### config.mk
export PLATFORM = sky130hd
export DESIGN_NAME = dinv_seq
export DESIGN_NICKNAME = d
export VERILOG_FILES = /design/src/rtl/dinv_seq.sv
export SDC_FILE = /design/constraint.sdc
export NUM_CORES = 1
export LEC_CHECK = 0
export CAP_MARGIN = 20
export CORE_UTILIZATION = 31
export CTS_CLUSTER_DIAMETER = 100
export CTS_CLUSTER_SIZE = 16
export DETAILED_ROUTE_END_ITERATION = 8
export GPL_TIMING_DRIVEN = 0
export PLACE_DENSITY = 0.49
export SKIP_CTS_REPAIR_TIMING = 1
export SLEW_MARGIN = 15
export SYNTH_ARGS = -nofsm -noshare
export SYNTH_HDL_FRONTEND = slang
export SYNTH_SLANG_ARGS = --single-unit
export TNS_END_PERCENT = 5
### constraint.sdc
create_clock -name clk -period 4.45 [get_ports clk]
set_clock_uncertainty 0.1 [all_clocks]
set_input_delay 0.6675 -clock clk [delete_from_list [all_inputs] [get_ports clk]]
set_output_delay 0.6675 -clock clk [all_outputs]
set_load 0.005 [all_outputs]
### src/rtl/dinv_seq.sv
// Pattern sequencer and checker for the dinv inverter: plays a loadable (level, hold) table onto
// `a` after a fixed low period and counts cycles where `y` is not the inverse of `a`.
module dinv_seq #(
  parameter int unsigned DEPTH       = 8,
  parameter int unsigned CW          = 8,
  parameter int unsigned INIT_CYCLES = 100,
  parameter int unsigned ECW         = 8,
  localparam int unsigned AW         = $clog2(DEPTH)
) (
  input  logic          clk,
  input  logic          rst,
  input  logic          wr_en,
  input  logic [AW-1:0] wr_addr,
  input  logic [CW:0]   wr_data,
  input  logic [AW:0]   len,
  input  logic          start,
  input  logic          abort,
  output logic          a,
  input  logic          y,
  output logic          busy,
  output logic          done,
  output logic [AW-1:0] step,
  output logic [ECW-1:0] err_cnt
);

  // Down-counter must hold both the init period and any hold value.
  localparam int unsigned IW  = $clog2(INIT_CYCLES + 1);
  localparam int unsigned CTW = (IW > CW) ? IW : CW;

  typedef enum logic [1:0] {StIdle, StInit, StPlay, StDone} state_e;

  state_e          state_q, state_d;
  logic [CTW-1:0]  cnt_q, cnt_d;
  logic [AW-1:0]   step_q, step_d;
  logic [AW:0]     eff_len_q, eff_len_d;
  logic            a_q, a_d;
  logic [ECW-1:0]  err_q, err_d;
  logic [CW:0]     tab_q [DEPTH];
  logic [CW:0]     nxt_entry;

  function automatic logic [CTW-1:0] hold_len(logic [CW:0] e);
    return (e[CW-1:0] == '0) ? CTW'(1) : CTW'(e[CW-1:0]);
  endfunction

  // Table has no reset and is writable only while idle.
  always_ff @(posedge clk) begin
    if (wr_en && (state_q == StIdle)) begin
      tab_q[wr_addr] <= wr_data;
    end
  end

  assign nxt_entry = tab_q[step_q + AW'(1)];

  always_comb begin
    state_d   = state_q;
    cnt_d     = cnt_q;
    step_d    = step_q;
    eff_len_d = eff_len_q;
    a_d       = a_q;
    err_d     = err_q;

    if ((state_q == StInit || state_q == StPlay) && (y == a_q) && (err_q != {ECW{1'b1}})) begin
      err_d = err_q + ECW'(1);
    end

    unique case (state_q)
      StIdle: begin
        a_d = 1'b0;
        if (start && (len != '0)) begin
          state_d   = StInit;
          cnt_d     = CTW'(INIT_CYCLES);
          step_d    = '0;
          err_d     = '0;
          eff_len_d = (len > (AW+1)'(DEPTH)) ? (AW+1)'(DEPTH) : len;
        end
      end
      StInit: begin
        if (abort) begin
          state_d = StIdle;
          a_d     = 1'b0;
        end else if (cnt_q == CTW'(1)) begin
          state_d = StPlay;
          cnt_d   = hold_len(tab_q[0]);
          a_d     = tab_q[0][CW];
        end else begin
          cnt_d = cnt_q - CTW'(1);
        end
      end
      StPlay: begin
        if (abort) begin
          state_d = StIdle;
          a_d     = 1'b0;
        end else if (cnt_q == CTW'(1)) begin
          if ({1'b0, step_q} == eff_len_q - (AW+1)'(1)) begin
            state_d = StDone;
            a_d     = 1'b0;
          end else begin
            step_d = step_q + AW'(1);
            cnt_d  = hold_len(nxt_entry);
            a_d    = nxt_entry[CW];
          end
        end else begin
          cnt_d = cnt_q - CTW'(1);
        end
      end
      StDone: begin
        state_d = StIdle;
        a_d     = 1'b0;
      end
    endcase
  end

  always_ff @(posedge clk or posedge rst) begin
    if (rst) begin
      state_q   <= StIdle;
      cnt_q     <= '0;
      step_q    <= '0;
      eff_len_q <= '0;
      a_q       <= 1'b0;
      err_q     <= '0;
    end else begin
      state_q   <= state_d;
      cnt_q     <= cnt_d;
      step_q    <= step_d;
      eff_len_q <= eff_len_d;
      a_q       <= a_d;
      err_q     <= err_d;
    end
  end

  assign a       = a_q;
  assign busy    = (state_q == StInit) || (state_q == StPlay);
  assign done    = (state_q == StDone);
  assign step    = step_q;
  assign err_cnt = err_q;

endmodule
After elaboration in Yosys (flattened, before gate mapping)
Memory sizes are Yosys's and may differ from the RTL's.
Index checks and enable logic that the tools add are counted.
{"block": "totals", "register_bits": 26, "out_inout_bits": 14, "memories": 1, "ram_bits": 72, "word_cells": 78}
{"block": "op_classes", "reduce_logical": 17, "order_cmp": 1, "eq_ne": 16, "n_addsub": 4, "muxes": 33}
{"memory": "tab_q", "depth": 8, "width": 9, "rd": 2, "rd_clocked_by_memory_dff": 0, "write_ports": 1, "line": "38", "rtl": "logic [CW:0] tab_q [DEPTH];"}
{"operator": "two-way mux 8 bit", "count": 11}
{"operator": "one-hot mux 8 bit (3 select lines)", "count": 1}
{"operator": "zero test 8 bit", "count": 2}
{"operator": "two-way mux 2 bit", "count": 6}
{"operator": "two-way mux 3 bit", "count": 4}
{"operator": "AND reduction 5 bit", "count": 2}
{"operator": "inequality test 3 x 2 -> 1 bit (second input constant)", "count": 3}
{"operator": "adder 8 x 1 -> 8 bit (second input constant)", "count": 1}
{"operator": "equality test 8 x 1 -> 1 bit (second input constant)", "count": 1}
{"operator": "inequality test 8 bit (second input constant)", "count": 1}
{"operator": "one-hot mux 2 bit (4 select lines)", "count": 1}
{"operator": "subtractor 8 x 1 -> 8 bit (second input constant)", "count": 1}
{"operator": "two-way mux 1 bit", "count": 7}
{"operator": "inequality test 2 bit (second input constant)", "count": 3}
{"operator": "one-hot mux 3 bit (2 select lines)", "count": 1}
{"operator": "equality test 2 bit (second input constant)", "count": 2}
{"operator": "equality test 3 x 4 -> 1 bit", "count": 1}
{"operator": "> comparator 4 bit (second input constant)", "count": 1}
{"operator": "logical AND 1 bit", "count": 4}
{"operator": "two-way mux 4 bit", "count": 1}
{"operator": "inequality test 2 x 1 -> 1 bit (second input constant)", "count": 2}
{"operator": "AND reduction 2 bit", "count": 2}
{"operator": "AND reduction 4 bit", "count": 1}
{"operator": "nonzero test 4 bit", "count": 1}
{"operator": "11 further kinds", "count": 11}

Depth between registers and ports, before layout
Gate-level depths: netlist (run 1).
An unclocked memory read counts as a cell.
{"block": "logic_depth", "word_depth": 8, "depth_mapped": 9, "depth_no_buf": 8}

Worst setup path after synthesis (run 1)
Ideal clock, no wire load.
{"block": "synth_path", "path_type": "reg-to-reg", "start": "register step_q[0] (netlist: step[0])", "end": "register cnt_q[0]", "n_path_buf": 2, "synth_period_minus_slack_ns": 2.399, "t_arrival_ns": 2.204, "setup_time_ns": 0.095, "t_required_ns": 4.255, "path_stages_with_launch": 10, "setup_slack_ns": 2.051, "cell_sequence": "dfrtp_1 > ha_1 > buf_2 > buf_1 > mux4_2 > nor3_1 > nand3_1 > a21oi_1 > a211oi_1 > o31ai_1"}
{"block": "synth_between", "elab_chain_cells": 8, "elab_cells_between_ends": 11}
{"item": "start: declaration", "line": "34", "rtl": "logic [AW-1:0] step_q, step_d;"}
{"item": "start signal: assignment", "line": "124", "rtl": "step_q <= step_d;"}
{"item": "adder 3 x 1 -> 3 bit", "line": "52", "rtl": "assign nxt_entry = tab_q[step_q + AW'(1)];"}
{"item": "memory read (8 x 9 bit)"}
{"item": "zero test 8 bit", "line": "42", "rtl": "return (e[CW-1:0] == '0) ? CTW'(1) : CTW'(e[CW-1:0]);"}
{"item": "two-way mux 8 bit", "line": "42"}
{"item": "two-way mux 8 bit", "line": "94", "rtl": "if ({1'b0, step_q} == eff_len_q - (AW+1)'(1)) begin"}
{"item": "two-way mux 8 bit", "line": "93", "rtl": "end else if (cnt_q == CTW'(1)) begin"}
{"item": "two-way mux 8 bit", "line": "90", "rtl": "if (abort) begin"}
{"item": "one-hot mux 8 bit (3 select lines)", "line": "66", "rtl": "unique case (state_q)"}
{"item": "end signal: assignment", "line": "123", "rtl": "cnt_q <= cnt_d;"}
{"item": "end: declaration", "line": "33", "rtl": "logic [CTW-1:0] cnt_q, cnt_d;"}
Parallel ways exist; a longest one is shown, timed or not. The select of a mux whose other input is x is not followed.
A chain may end at the register's enable or synchronous reset.

Worst setup path in the final report (run 1)
Same ends and word-level chain as after synthesis.

==> flow_summary.json, run 1 <==
{
  "power_spent_charging_and_discharging_nets_uw": 772,
  "detailedRoute.firstPassIterationCount": 4,
  "clock_power_share_pct": 31.2,
  "grt_setup_unrepaired": "no",
  "total_number_of_placement_rows": 43,
  "wire_length_of_the_first_global_routing_pass_mm": 16.1,
  "synthTopCellsByArea": "edfxtp_1, dfrtp_1, mux4_2, ha_1, nor2_1",
  "fmax_mhz": 324,
  "hp-start": "cnt_q[5]",
  "tritoncts": "yes",
  "number_of_failing_setup_endpoints_in_the_final_timing_report": 0,
  "r2r_cells": 9,
  "initial_standard_cell_utilization_of_the_core_pct": 32.3,
  "yosys_warnings": 0,
  "final-hold-violation-count": 0,
  "post_synth_inst_count": 333,
  "pre_cts_ws_ns": 1.32,
  "synth-seq-area-share_pct": 61.8,
  "avgSynthCellArea_um2": 13.7,
  "dieArea_mm2": 0.0152,
  "internal_power_mw": 1.81,
  "crit_type": "flop to flop",
  "design.portCount": 36,
  "hold_end": "cnt_q[5]",
  "fin_cells": 567,
  "leading_cell_type_in_the_layout_fill_and_taps_excluded": "edfxtp_1",
  "synth.top_cell.area_share_pct": 47.5,
  "power.density_cell_area_mw_per_mm2": 470,
  "synth_cell_types": 52,
  "die_h_um": 123,
  "avgViaCountPerCell": 5.02,
  "routabilityCongestion": 0.837,
  "leakage_nw": 1.90,
  "worst_r2r_startpoint": "step[0]",
  "syn_std_cell_area_mm2": 0.00455,
  "post-route-worst-setup-slack_ns": 1.37,
  "grtUsageTotal_pct": 14.7,
  "first_global_vias": 2925,
  "run_status": "finished, final reports clean",
  "startpoint_type": "flop",
  "detailed_place_hpwl_mm": 7.00,
  "timing.hold.ws_ns": 0.433,
  "timing.critical_path.fanout_max": 10,
  "compound_gate_fraction_of_synth_area_pct": 9.02,
  "async_set_or_reset_flop_fraction_in_the_synthesized_netlist_pct": 26.5,
  "timing.hold.worst.class": "flop to flop",
  "layout_worst_path_cycle_share_pct": 69.3,
  "cts.sinks": 98,
  "clk-insertion-delay-late_ns": 0.36,
  "synth_area_leader_cell": "edfxtp_1",
  "timing.critical_path.required_ns": 4.61,
  "final_antenna_net_count": 0,
  "ff2ff_setup_slack_ns": 1.37,
  "synth_edf_count": 72,
  "dr_total_vias": 2848,
  "clock_tree.htree_level_count": 3,
  "clk_path_buf_depth": 2,
  "max-vdd-ir-drop_mv": 0.220,
  "clkSlewWorstSetupHoldPaths_ns": 0.07,
  "initialDrtViolationCount": 149,
  "synth_seq_cells": 98,
  "synth_area_in_xor_xnor_pct": 2.50,
  "worstSetupEndpointType": "flop",
  "yosys.area_share.simple_pct": 10.8,
  "totalNegativeSetupSlack_ns": 0,
  "finalCriticalPeriod_ns": 3.08,
  "power_switching_share_pct": 29.9,
  "yosys.area_share.adder_pct": 2.75,
  "crit-reg2reg-capture": "cnt_q[0]",
  "grt_antenna_before_repair": 0,
  "arrival_ns": 3.24,
  "totalWireLength_mm": 9.87,
  "mostFrequentLayoutCells": "edfxtp_1, clkdlybuf4s50_1, nor2_1",
  "fill_cells": 1362,
  "drc_errors": 0,
  "worst_slew_pin_slew_ns": 0.947,
  "grt_overflow_total": 0,
  "pin_count_of_the_biggest_net_entering_global_routing": 27,
  "area_growth_pct": 20.5,
  "p_comb_share_pct": 24.4,
  "cts-root-buf": "clkbuf_16",
  "mappedNetlistNets": 365,
  "finish.net_count": 414,
  "holdPathStages": 1,
  "synth_top_family_by_area": "simple AND/OR/NAND/NOR gates",
  "max_capacitance_violation_total": 0,
  "slew_headroom_pct": 36.6,
  "slew_viol_final": 0,
  "area_of_the_core_mm2": 0.0141,
  "routedWlPerCell_um": 17.4,
  "placed_cells": 550,
  "drive_gt1_share_pct": 15.0,
  "synth_ff_type": "edfxtp_1",
  "synth_mux_area_share_pct": 10.6,
  "insertedDiodeCount": 0,
  "die-width_um": 123,
  "numPortBuffers": 35,
  "cts-buffers-inserted": 9,
  "sequentialPowerShare_pct": 44.5
}
==> through the flow <==
stage	utilization, %	area, um^2	power, mW
6_report	38.9	5480	2.58
5_1_grt	38.9	5480	2.74
4_1_cts	38.7	5460	2.61
3_5_place_dp	36.5	5150	1.79
3_3_place_gp	36.4	5130	1.79
2_1_floorplan	-	4550	1.60
==> registers in the layout, summed over array words and instances (netlist names) <==
name / count
tab_q: 72
cnt_q: 8
eff_len_q: 4
err_cnt: 8
a: 1
state_q: 2
step: 3
==> cells in the mapped netlist (all sizes together), types with 6 or more instances <==
master	number
edfxtp	72
nor2	31
xnor2	8
nor3	12
ha	10
nand3	10
buf	6
nand2	23
o21ai	22
a21oi	12
mux4	18
dfrtp	26
nand3b	6
inv	15
==> kinds of logic (layout without fill, tap and decap cells) <==
family | count (synthesis) | count (layout)
adders and majority gates | 10 | 10
AOI/OAI and AO/OA | 61 | 61
DFF | 98 | 98
buffers and inverters | 25 | 79
and+or+nand+nor | 101 | 101
xor gates and xnor gates | 13 | 13
muxes | 25 | 25
==> area by class of cell <==
class                   count  area [um^2]  share of cell area [%]
repair buffers             38          393                    7.16
well taps                 180          225                    4.11
flip-flops and latches     98         2810                    51.3
inverters                  15         56.3                    1.03
clock inverters             7         80.1                    1.46
plain buffers              10         60.1                    1.10
multi-input cells         210         1630                    29.8
clock buffers               9          225                    4.11
==> metal layers <==
layer	global-route usage (%)	wire [um]	vias to the layer above
li1	-	-	1374
met5	0	0	-
met4	6.78	110	0
met1	20.3	4720	1404
met3	3.00	432	11
met2	22.1	4610	59
==> worst max path at each step <==
stage / slack (ns) / to / cells past startpoint / startpoint
after detailed placement: 1.32 / cnt_q[0] / 9 / step[0]
after global routing: 1.13 / cnt_q[0] / 9 / step[0]
after CTS: 1.31 / cnt_q[0] / 9 / step[0]
final: 1.37 / cnt_q[0] / 9 / step[0]
after floorplan: 2.05 / cnt_q[0] / 9 / step[0]
after global placement: 1.36 / cnt_q[0] / 9 / step[0]
==> power groups by stage <==
stage               logic [mW]  clock network [mW]  registers [mW]
CTS                      0.628               0.835            1.15
floorplan                0.450                   0            1.15
global route             0.713               0.860            1.16
global placement         0.623                   0            1.17
finish                   0.628               0.804            1.15
detailed placement       0.627                   0            1.17
==> worst max-delay path, cell delays in order, from the launching register on <==
cell      delay [ns]
dfrtp_1         0.43
ha_1            0.30
buf_2           0.27
buf_1           0.61
mux4_2          0.42
mux2i_1         0.26
nand2_1         0.09
a21oi_1         0.15
a211oi_1        0.09
o31ai_1         0.25
No activity file was read; power rests on OpenSTA's default activity.
==> inputs of run 2 (changes only) <==
Settings changed: PLACE_DENSITY 0.49 to 0.51.
Clock period 4.45 ns to 2.8 ns, I/O delays scaled along.
==> flow_summary.json, run 2 (synthesis gave the netlist of run 1 again) <==
{
  "run_status": "finished, final reports clean",
  "worst_slew_pin_slew_ns": 0.956,
  "power.density_cell_area_mw_per_mm2": 749,
  "routabilityCongestion": 0.849,
  "insertedDiodeCount": 0,
  "worstSetupEndpointType": "flop",
  "max-vdd-ir-drop_mv": 0.394,
  "internal_power_mw": 2.88,
  "area_growth_pct": 20.6,
  "fmax_mhz": 386,
  "worstPathCellList": "ha_1 -> clkbuf_4 -> buf_4 -> mux4_2 -> mux2i_1 -> nand2_1 -> a21oi_1 -> a211oi_1 -> o31ai_1",
  "mostFrequentLayoutCells": "edfxtp_1, clkdlybuf4s50_1, nor2_1",
  "timing.hold.worst.class": "input pin to asynchronous set/reset pin",
  "p_comb_share_pct": 24.4,
  "die_h_um": 123,
  "grt_antenna_before_repair": 0,
  "power_switching_share_pct": 30.0,
  "arrival_ns": 2.75,
  "slowest_stage": "dfrtp_1",
  "tritoncts": "yes",
  "cts-buffers-inserted": 9,
  "crit_type": "flop to flop",
  "drive_gt1_share_pct": 15.2,
  "clock_tree.htree_level_count": 3,
  "numPortBuffers": 35,
  "routedWlPerCell_um": 17.2,
  "initialDrtViolationCount": 109,
  "startpoint_type": "flop",
  "largest_register_ffs": 72,
  "cpPeakStageDelay_ns": 0.43,
  "dieArea_mm2": 0.0152,
  "max_capacitance_violation_total": 0,
  "leakage_nw": 1.90,
  "detailedRoute.firstPassIterationCount": 5,
  "pin_count_of_the_biggest_net_entering_global_routing": 27,
  "grt_setup_unrepaired": "no",
  "wire_length_of_the_first_global_routing_pass_mm": 16.1,
  "clk_path_buf_depth": 2,
  "leading_cell_type_in_the_layout_fill_and_taps_excluded": "edfxtp_1",
  "placed_cells": 550,
  "clock_power_share_pct": 31.2,
  "die-width_um": 123,
  "dr_total_vias": 2855,
  "finish.net_count": 414,
  "initial_standard_cell_utilization_of_the_core_pct": 32.3,
  "power_spent_charging_and_discharging_nets_mw": 1.23,
  "avgViaCountPerCell": 5.04,
  "timing.hold.ws_ns": 0.215,
  "grt_overflow_total": 0,
  "grtUsageTotal_pct": 14.6,
  "area_of_the_core_mm2": 0.0141,
  "number_of_failing_setup_endpoints_in_the_final_timing_report": 0,
  "totalWireLength_mm": 9.74,
  "final_antenna_net_count": 0,
  "first_global_vias": 2980,
  "final-hold-violation-count": 0,
  "timing.critical_path.fanout_max": 10,
  "detailed_place_hpwl_mm": 6.97,
  "slew_headroom_pct": 36.0,
  "most_flops_register": "tab_q",
  "cts.sinks": 98,
  "finalCriticalPeriod_ns": 2.59,
  "final_core_util_pct": 38.9,
  "layout_worst_path_cycle_share_pct": 92.5,
  "clk-insertion-delay-late_ns": 0.35,
  "total_number_of_placement_rows": 43,
  "clkSlewWorstSetupHoldPaths_ns": 0.07,
  "cts-root-buf": "clkbuf_16",
  "fin_cells": 567,
  "timing.critical_path.required_ns": 2.96,
  "slew_viol_final": 0,
  "design.portCount": 36,
  "sequentialPowerShare_pct": 44.4,
  "drc_errors": 0
}
run 2: changes by cell type in the layout (fill, tap and decap cells not counted), sizes merged:
cell,delta
buf,-1
inv,+1
clkinv,-1
clkbuf,+1
run 2: worst paths after layout:
kind | start | endpoint | slack [ns] | cells past startpoint
worst max-delay path | step[0] | cnt_q[0] | 0.21 | 9
worst min-delay path | rst | err_cnt[4] | 0.22 | 2
worst max register to register | step[0] | cnt_q[0] | 0.21 | 9
worst min register to register | eff_len_q[3] | eff_len_q[3] | 0.44 | 1
max in group asynchronous | rst | state_q[0] | 2.00 | 3
min in group clk | eff_len_q[3] | eff_len_q[3] | 0.44 | 1
run 2: cell type report:
type / instances / area [um^2]
flip-flops and latches: 98 / 2810
plain buffers: 10 / 66.3
fillers: 1345 / 8610
clock buffers: 9 / 225
clock inverters: 7 / 80.1
well taps: 180 / 225
multi-input cells: 210 / 1630
repair buffers: 38 / 393
inverters: 15 / 56.3
run 2: power by group through the flow:
stage | combinational, mW | clock, mW | sequential (mW)
2_1_floorplan | 0.715 | 0 | 1.82
3_3_place_gp | 0.982 | 0 | 1.85
3_5_place_dp | 0.999 | 0 | 1.85
4_1_cts | 1.00 | 1.32 | 1.82
5_1_grt | 1.13 | 1.36 | 1.85
6_report | 1.00 | 1.28 | 1.82
run 2: metrics by stage:
stage | setup WS, ns | total power [mW] | TNS (ns) | cell area, um^2
floorplan | 0.401 | 2.54 | 0 | 4550
global placement | -0.280 | 2.83 | -0.566 | 5130
detailed placement | -0.282 | 2.85 | -0.382 | 5150
CTS | -0.282 | 4.14 | -0.421 | 5460
global route | 0.0202 | 4.34 | 0 | 5490
finish | 0.210 | 4.11 | 0 | 5490
run 2: worst max-delay path, delay by kind of cell, from the launching register on:
kind,cells,cell delay [ns]
multiplexers,2,0.61
AO/OA/AOI/OAI,3,0.49
buffers and inverters,2,0.46
flip-flops,1,0.43
adder cells (fa/ha/maj),1,0.30
AND/OR/NAND/NOR,1,0.10
run 2: per-layer routing:
metal	up-vias	global-route usage, %	wire (um)
li1	1373	-	-
met1	1414	19.4	4590
met2	57	23.0	4550
met3	11	3.04	421
met4	0	6.33	171
met5	-	0	0
